<file path="src/rtl/xgmac_cfg_master_pkg.sv">
// ----------------------------------------------------------------------------
// xgmac_cfg_master_pkg
//
// Shared definitions for the 10G MAC/PHY configuration bus master:
//   - command op codes as they appear in the command table
//   - FSM state encoding of the sequencer
//   - packed command entry struct
//   - default bring-up command table used by xgmac_cfg_rom
// No ports; imported by xgmac_cfg_rom and xgmac_cfg_master.
// ----------------------------------------------------------------------------
package xgmac_cfg_master_pkg;

    // Command op codes as stored in the table
    typedef enum logic [1:0] {
        OP_WRITE = 2'b00,
        OP_READ  = 2'b01,
        OP_POLL  = 2'b10,
        OP_END   = 2'b11
    } cmd_op_e;

    // Sequencer states
    typedef enum logic [2:0] {
        ST_IDLE   = 3'd0,
        ST_FETCH  = 3'd1,
        ST_ACCESS = 3'd2,
        ST_CHECK  = 3'd3,
        ST_GAP    = 3'd4,
        ST_DONE   = 3'd5,
        ST_ERR    = 3'd6
    } state_e;

    // One command table entry
    typedef struct packed {
        cmd_op_e     op;
        logic [31:0] addr;
        logic [31:0] data;
        logic [31:0] mask;
    } cmd_t;

    // Default sequencer dimensions
    localparam int DEF_NUM_CMDS = 8;
    localparam int DEF_TIMEOUT  = 255;
    localparam int DEF_POLL_MAX = 16;

    // Default bring-up table register addresses and values
    localparam logic [31:0] REG_CTRL      = 32'h0000_0404;
    localparam logic [31:0] REG_CFG       = 32'h0000_0408;
    localparam logic [31:0] REG_VERSION   = 32'h0000_0200;
    localparam logic [31:0] CTRL_SOFT_RST = 32'h8000_0000;
    localparam logic [31:0] CFG_TXRX_EN   = 32'h1000_0000;

    // Default bring-up sequence: pulse soft reset, wait for it to
    // self-clear, enable the datapath, then read the version register.
    // Any index past the last entry reads back as END.
    function automatic cmd_t default_cmd(input logic [7:0] idx);
        cmd_t c;
        c = '{OP_END, 32'h0, 32'h0, 32'h0};
        case (idx)
            8'd0: c = '{OP_WRITE, REG_CTRL,    CTRL_SOFT_RST, 32'h0};
            8'd1: c = '{OP_POLL,  REG_CTRL,    32'h0,         CTRL_SOFT_RST};
            8'd2: c = '{OP_WRITE, REG_CFG,     CFG_TXRX_EN,   32'h0};
            8'd3: c = '{OP_READ,  REG_VERSION, 32'h0,         32'h0};
            default: c = '{OP_END, 32'h0, 32'h0, 32'h0};
        endcase
        return c;
    endfunction

endpackage

</file>
<file path="src/rtl/xgmac_cfg_rom.sv">
// ----------------------------------------------------------------------------
// xgmac_cfg_rom
//
// Combinational command table lookup for the configuration bus master.
// Maps a table index to the {op, addr, data, mask} fields of that entry.
//
// Ports:
//   idx   in   8   table index from the sequencer
//   op    out  2   op code (WRITE/READ/POLL/END)
//   addr  out  32  register address
//   data  out  32  write data or POLL expect value
//   mask  out  32  POLL compare mask
// ----------------------------------------------------------------------------
module xgmac_cfg_rom
    import xgmac_cfg_master_pkg::*;
(
    input  logic [7:0]  idx,
    output logic [1:0]  op,
    output logic [31:0] addr,
    output logic [31:0] data,
    output logic [31:0] mask
);

    cmd_t entry;

    // Pure lookup into the default bring-up table
    always_comb begin
        entry = default_cmd(idx);
    end

    assign op   = entry.op;
    assign addr = entry.addr;
    assign data = entry.data;
    assign mask = entry.mask;

endmodule

</file>
<file path="src/rtl/xgmac_cfg_master.sv">
// ----------------------------------------------------------------------------
// xgmac_cfg_master
//
// IPIF bus master feeding the bus2ip_* slave port of the 10G MAC/PHY core.
// After a start pulse it walks a command table (WRITE / READ / POLL / END),
// runs one register transaction per entry and checks acks, bus errors and
// poll results. Ends in DONE (sticky done) or ERR (sticky error + err_idx).
//
// Ports:
//   clk           in   1   core clock
//   rst_n         in   1   synchronous active-low reset
//   start         in   1   begin sequence (ignored while busy)
//   busy          out  1   sequence running
//   done          out  1   sticky, table completed without error
//   error         out  1   sticky, bus error / timeout / poll exhaustion
//   err_idx       out  8   table index of the failing entry
//   rd_data_last  out  32  data captured on the most recent rdack
//   cmd_idx       out  8   current table index
//   cmd_op        in   2   external table op (used when C_EXT_TABLE=1)
//   cmd_addr      in   32  external table address
//   cmd_data      in   32  external table data / POLL expect
//   cmd_mask      in   32  external table POLL mask
//   bus2ip_addr   out  32  address, stable while cs=1
//   bus2ip_data   out  32  write data, 0 on reads
//   bus2ip_cs     out  1   transaction strobe
//   bus2ip_rnw    out  1   1 read, 0 write
//   ip2bus_data   in   32  read data, valid with rdack
//   ip2bus_rdack  in   1   read complete
//   ip2bus_wrack  in   1   write complete
//   ip2bus_error  in   1   qualifies the ack in the same cycle
// ----------------------------------------------------------------------------
module xgmac_cfg_master
    import xgmac_cfg_master_pkg::*;
#(
    parameter int C_NUM_CMDS  = DEF_NUM_CMDS,
    parameter int C_TIMEOUT   = DEF_TIMEOUT,
    parameter int C_POLL_MAX  = DEF_POLL_MAX,
    parameter bit C_EXT_TABLE = 1'b0
) (
    input  logic        clk,
    input  logic        rst_n,
    input  logic        start,
    output logic        busy,
    output logic        done,
    output logic        error,
    output logic [7:0]  err_idx,
    output logic [31:0] rd_data_last,
    output logic [7:0]  cmd_idx,
    input  logic [1:0]  cmd_op,
    input  logic [31:0] cmd_addr,
    input  logic [31:0] cmd_data,
    input  logic [31:0] cmd_mask,
    output logic [31:0] bus2ip_addr,
    output logic [31:0] bus2ip_data,
    output logic        bus2ip_cs,
    output logic        bus2ip_rnw,
    input  logic [31:0] ip2bus_data,
    input  logic        ip2bus_rdack,
    input  logic        ip2bus_wrack,
    input  logic        ip2bus_error
);

    localparam int TMO_W  = $clog2(C_TIMEOUT + 1);
    localparam int POLL_W = $clog2(C_POLL_MAX + 1);

    // Timeout fires on the edge where the C_TIMEOUT-th cs-high cycle ends
    localparam logic [TMO_W-1:0]  TMO_LAST   = TMO_W'(C_TIMEOUT - 1);
    localparam logic [POLL_W-1:0] POLL_LIMIT = POLL_W'(C_POLL_MAX);
    localparam logic [7:0]        IDX_END    = 8'(C_NUM_CMDS);

    state_e              state;
    cmd_op_e             op_r;
    logic [31:0]         data_r;
    logic [31:0]         mask_r;
    logic [TMO_W-1:0]    tmo_cnt;
    logic [POLL_W-1:0]   poll_cnt;

    logic [1:0]          rom_op;
    logic [31:0]         rom_addr;
    logic [31:0]         rom_data;
    logic [31:0]         rom_mask;

    cmd_op_e             sel_op;
    logic [31:0]         sel_addr;
    logic [31:0]         sel_data;
    logic [31:0]         sel_mask;

    logic                ack_hit;
    logic                poll_hit;
    logic [POLL_W-1:0]   poll_next;

    xgmac_cfg_rom u_rom (
        .idx  (cmd_idx),
        .op   (rom_op),
        .addr (rom_addr),
        .data (rom_data),
        .mask (rom_mask)
    );

    // Table source select: the cmd_* ports let a bench or a higher level
    // supply its own table in place of the built-in bring-up ROM.
    assign sel_op   = cmd_op_e'(C_EXT_TABLE ? cmd_op : rom_op);
    assign sel_addr = C_EXT_TABLE ? cmd_addr : rom_addr;
    assign sel_data = C_EXT_TABLE ? cmd_data : rom_data;
    assign sel_mask = C_EXT_TABLE ? cmd_mask : rom_mask;

    // Only the ack that matches the transaction direction completes it;
    // a stray ack of the other kind is simply ignored.
    assign ack_hit   = bus2ip_rnw ? ip2bus_rdack : ip2bus_wrack;
    assign poll_hit  = (rd_data_last & mask_r) == (data_r & mask_r);
    assign poll_next = poll_cnt + 1'b1;

    // Sequencer FSM with all IPIF outputs and status flags registered.
    // Every path into ERR drops cs, clears busy and latches the index.
    always_ff @(posedge clk) begin
        if (!rst_n) begin
            state        <= ST_IDLE;
            op_r         <= OP_END;
            data_r       <= '0;
            mask_r       <= '0;
            tmo_cnt      <= '0;
            poll_cnt     <= '0;
            busy         <= 1'b0;
            done         <= 1'b0;
            error        <= 1'b0;
            err_idx      <= '0;
            rd_data_last <= '0;
            cmd_idx      <= '0;
            bus2ip_cs    <= 1'b0;
            bus2ip_rnw   <= 1'b1;
            bus2ip_addr  <= '0;
            bus2ip_data  <= '0;
        end else begin
            case (state)
                ST_IDLE, ST_DONE, ST_ERR: begin
                    if (start) begin
                        done     <= 1'b0;
                        error    <= 1'b0;
                        busy     <= 1'b1;
                        cmd_idx  <= '0;
                        poll_cnt <= '0;
                        state    <= ST_FETCH;
                    end
                end

                ST_FETCH: begin
                    op_r   <= sel_op;
                    data_r <= sel_data;
                    mask_r <= sel_mask;
                    if (sel_op == OP_END || cmd_idx == IDX_END) begin
                        busy  <= 1'b0;
                        done  <= 1'b1;
                        state <= ST_DONE;
                    end else begin
                        bus2ip_addr <= sel_addr;
                        bus2ip_data <= (sel_op == OP_WRITE) ? sel_data : 32'h0;
                        bus2ip_rnw  <= (sel_op != OP_WRITE);
                        bus2ip_cs   <= 1'b1;
                        tmo_cnt     <= '0;
                        poll_cnt    <= '0;
                        state       <= ST_ACCESS;
                    end
                end

                ST_ACCESS: begin
                    // A matching ack beats a timeout landing in the same cycle
                    if (ack_hit) begin
                        bus2ip_cs <= 1'b0;
                        if (ip2bus_error) begin
                            busy    <= 1'b0;
                            error   <= 1'b1;
                            err_idx <= cmd_idx;
                            state   <= ST_ERR;
                        end else begin
                            if (bus2ip_rnw) begin
                                rd_data_last <= ip2bus_data;
                            end
                            if (op_r == OP_POLL) begin
                                state <= ST_CHECK;
                            end else begin
                                cmd_idx <= cmd_idx + 1'b1;
                                state   <= ST_FETCH;
                            end
                        end
                    end else if (tmo_cnt == TMO_LAST) begin
                        bus2ip_cs <= 1'b0;
                        busy      <= 1'b0;
                        error     <= 1'b1;
                        err_idx   <= cmd_idx;
                        state     <= ST_ERR;
                    end else begin
                        tmo_cnt <= tmo_cnt + 1'b1;
                    end
                end

                ST_CHECK: begin
                    if (poll_hit) begin
                        poll_cnt <= '0;
                        cmd_idx  <= cmd_idx + 1'b1;
                        state    <= ST_FETCH;
                    end else if (poll_next == POLL_LIMIT) begin
                        poll_cnt <= poll_next;
                        busy     <= 1'b0;
                        error    <= 1'b1;
                        err_idx  <= cmd_idx;
                        state    <= ST_ERR;
                    end else begin
                        poll_cnt <= poll_next;
                        state    <= ST_GAP;
                    end
                end

                ST_GAP: begin
                    // Re-issue the same POLL read after one idle cycle
                    bus2ip_cs <= 1'b1;
                    tmo_cnt   <= '0;
                    state     <= ST_ACCESS;
                end

                default: begin
                    bus2ip_cs <= 1'b0;
                    busy      <= 1'b0;
                    state     <= ST_IDLE;
                end
            endcase
        end
    end

endmodule

</file>
<file path="config.mk">
export PLATFORM = sky130hd
export DESIGN_NAME = xgmac_cfg_master
export DESIGN_NICKNAME = d
export VERILOG_FILES = /design/src/rtl/xgmac_cfg_master_pkg.sv /design/src/rtl/xgmac_cfg_rom.sv /design/src/rtl/xgmac_cfg_master.sv
export SDC_FILE = /design/constraint.sdc
export NUM_CORES = 1
export LEC_CHECK = 0
export ABC_AREA = 1
export CORE_ASPECT_RATIO = 1.25
export CORE_UTILIZATION = 40
export CTS_CLUSTER_DIAMETER = 150
export DETAILED_ROUTE_END_ITERATION = 6
export GPL_ROUTABILITY_DRIVEN = 1
export PLACE_DENSITY_LB_ADDON = 0.05
export SKIP_CTS_REPAIR_TIMING = 1
export SLEW_MARGIN = 20
export SYNTH_ARGS = -nofsm -noshare
export SYNTH_HDL_FRONTEND = slang
export SYNTH_SLANG_ARGS = --single-unit
</file>
<file path="constraint.sdc">
create_clock -name clk -period 4.3 [get_ports clk]
set_clock_uncertainty 0.1 [all_clocks]
set_input_delay 0.645 -clock clk [delete_from_list [all_inputs] [get_ports clk]]
set_output_delay 0.645 -clock clk [all_outputs]
set_load 0.05 [all_outputs]
</file>
==> impl_metrics.tcl <==
set metrics [dict create \
    timing.fmax_ghz 0.408 \
    synth_area_per_cell_um2 7.25 \
    clock_path_buffers 2 \
    routabilityCongestion 0.790 \
    layout-drive-gt1-share 0.0763 \
    io_pins 253 \
    cp.required_ns 4.39 \
    start_util 0.416 \
    synth_area_leader_cell "dfxtp_1" \
    yosysWarnings 0 \
    nFillCells 986 \
    cp.arrival_ns 2.54 \
    ant_nets 0 \
    die_y_um 114 \
    cts_buffers 9 \
    fin_crit_ns 2.45 \
    rows 40 \
    grt_max_degree 49 \
    slew_headroom 0.487 \
    hold_viol 0 \
    synth_top_area_frac 0.392 \
    portBuffers 96 \
    ys.flop_type "dfxtp_1" \
    grt_pass1_wl_um 15400 \
    cp-start-kind "input pin" \
    cts_tree "built" \
    final.hold.worst_slack_ns 0.342 \
    wl_per_cell_um 11.9 \
    yosysUniqueCellTypes 34 \
    area_growth_pct 27.7 \
    clock_latency_ns 0.34 \
    worstPathMaxFanout 12 \
    routed_via_density 4.57 \
    antenna_found_initial 0 \
    core_area_mm2 0.00971 \
    powerDensity_mw_per_mm2 580 \
    tightest_slew_ns 0.765 \
    drtPass1Iterations 4 \
    grt_overflow 0 \
    routed_wl_um 9260 \
    crit_path_end_kind "flip-flop" \
    drt_iter0_drc 122 \
    setup-tns-final_ns 0 \
    vias 3572 \
    die_w_um 91.9 \
    final_net_count 793 \
    htreeDepth 3 \
    clock-sinks 79 \
    rsz0062_at_grt "false" \
    dpl.hpwl_um 6680 \
    ys_top_cells_by_area "dfxtp_1 39%, buf_4 11%, nand2_1 8.9%" \
    antenna_cells 0 \
    synth-edff-count 0 \
    track_usage 0.184 \
    maxSlewViolCount 0 \
    outcome "completed" \
    remaining_drc_errors 0 \
    die-area_mm2 0.0105 \
    setup_viol 0 \
    synthArstFlopShare 0 \
    cts.clk_slew.worst_paths_ns 0.06 \
    syn_inst 557 \
    rrSetupSlack_ns 1.96 \
    finalCritPeriodShare 0.570 \
    min_path_type "reg2reg" \
    critPathKind "in2reg" \
    synth_seq_area_share 0.392 \
    max-cap-violations 0 \
    peakVddDrop_v 0.000239 \
    synth_area_mm2 0.00404 \
    ys_ff_latch 79 \
    cts-root-buf "clkbuf_16" \
    first_global_vias 3267 \
    p_leak_uw 0.00209 \
]
-- cell usage after synthesis, types with 2 or more instances --
| master | count |
|---|---|
| nand2_1 | 96 |
| dfxtp_1 | 79 |
| a21oi_1 | 68 |
| buf_4 | 58 |
| nor2_1 | 53 |
| inv_1 | 52 |
| o21ai_0 | 47 |
| nand3_1 | 20 |
| clkbuf_1 | 12 |
| inv_2 | 11 |
| ha_1 | 7 |
| nor3_1 | 7 |
| nor2_2 | 6 |
| xor2_1 | 6 |
| nand2_2 | 5 |
| nand2_4 | 3 |
| nand4_1 | 3 |
| o21ai_1 | 3 |
| xnor2_1 | 3 |
| and3_1 | 2 |
| buf_6 | 2 |
| nand3_2 | 2 |
-- metal layers --
| layer | part of all wire | routed length, um | global-route usage |
|---|---|---|---|
| met2 | 0.48 | 4430 | 0.305 |
| met1 | 0.42 | 3870 | 0.217 |
| met3 | 0.087 | 803 | 0.0671 |
| met5 | 0 | 0 | 0 |
| met4 | 0.017 | 158 | 0.0708 |
-- area by class of cell --
type | count | area [um2] | area share
Timing Repair Buffer | 98 | 976 | 0.189
Tap cell | 126 | 158 | 0.0306
Sequential cell | 79 | 1580 | 0.307
Multi-Input combinational cell | 398 | 1920 | 0.373
Clock inverter | 5 | 33.8 | 0.00655
Clock buffer | 11 | 243 | 0.0471
Inverter | 64 | 240 | 0.0466
-- placed cells by master (no fill, tap or decap), drive strengths merged, types with 3 or more instances in the layout --
| master | instances |
|---|---|
| clkinv | 4 |
| clkdlybuf4s50 | 96 |
| nor2 | 60 |
| nand2 | 104 |
| xnor2 | 3 |
| dfxtp | 79 |
| a21oi | 68 |
| nor3 | 8 |
| nand3 | 22 |
| conb | 58 |
| o21ai | 51 |
| inv | 63 |
| ha | 7 |
| xor2 | 6 |
| nand4 | 4 |
| clkbuf | 11 |
-- sequential cells by signal, summed over array words and instances, names as in the netlist --
register and count:
rd_data_last 32, mask_r 1, bus2ip_cs 1, bus2ip_data 2
busy 1, error 1, done 1, bus2ip_rnw 1
op_r 2, cmd_idx 8, err_idx 8, bus2ip_addr 4
data_r 1, state 3, tmo_cnt 8, poll_cnt 5
-- critical path, stage by stage --
cell	delay, ns
clkdlybuf4s50_1	0.45
nand2_1	0.05
nand2_1	0.13
nand2_1	0.13
o21ai_1	0.17
nand2_1	0.08
nor2_2	0.44
inv_1	0.25
nand2_1	0.12
a21oi_1	0.07
-- where the power goes --
group / switching, uW / leakage, uW / internal, uW
logic: 961 / 0.00131 / 381
registers: 89.2 / 0.000640 / 855
clock network: 297 / 0.000132 / 405
total: 1350 / 0.00209 / 1640
-- cell families after synthesis --
group / count (synthesis) / share of synthesized area
DFF: 79 / 0.392
and+or+nand+nor: 203 / 0.225
other: 1 / 0.000929
buffers and inverters: 137 / 0.185
AOI/OAI and AO/OA: 121 / 0.156
xor gates and xnor gates: 9 / 0.0195
adders and majority gates: 7 / 0.0217
-- final timing paths --
| path | end | start | depth (start not counted) |
|---|---|---|---|
| max | cmd_idx[7]$_SDFFE_PN0P_ | ip2bus_rdack | 10 |
| min | rd_data_last[17]$_SDFFE_PN0P_ | rd_data_last[17]$_SDFFE_PN0P_ | 2 |
| max reg2reg | rd_data_last[1]$_SDFFE_PN0P_ | state[1]$_SDFFE_PN0P_ | 8 |
| min reg2reg | rd_data_last[17]$_SDFFE_PN0P_ | rd_data_last[17]$_SDFFE_PN0P_ | 2 |
-- through the flow --
step | instance area, um2 | power [uW] | setup WS, ns | util | instances
2_1_floorplan | 4250 | 2000 | 2.13 | - | 614
3_3_place_gp | 4880 | 2290 | 1.60 | 0.502 | 765
3_5_place_dp | 4880 | 2300 | 1.56 | 0.502 | 765
4_1_cts | 5150 | 3030 | 1.85 | 0.531 | 781
5_1_grt | 5150 | 3190 | 1.66 | 0.531 | 781
6_report | 5150 | 2990 | 1.85 | 0.531 | 781
Note: power is estimated with default switching activity, not from simulation.
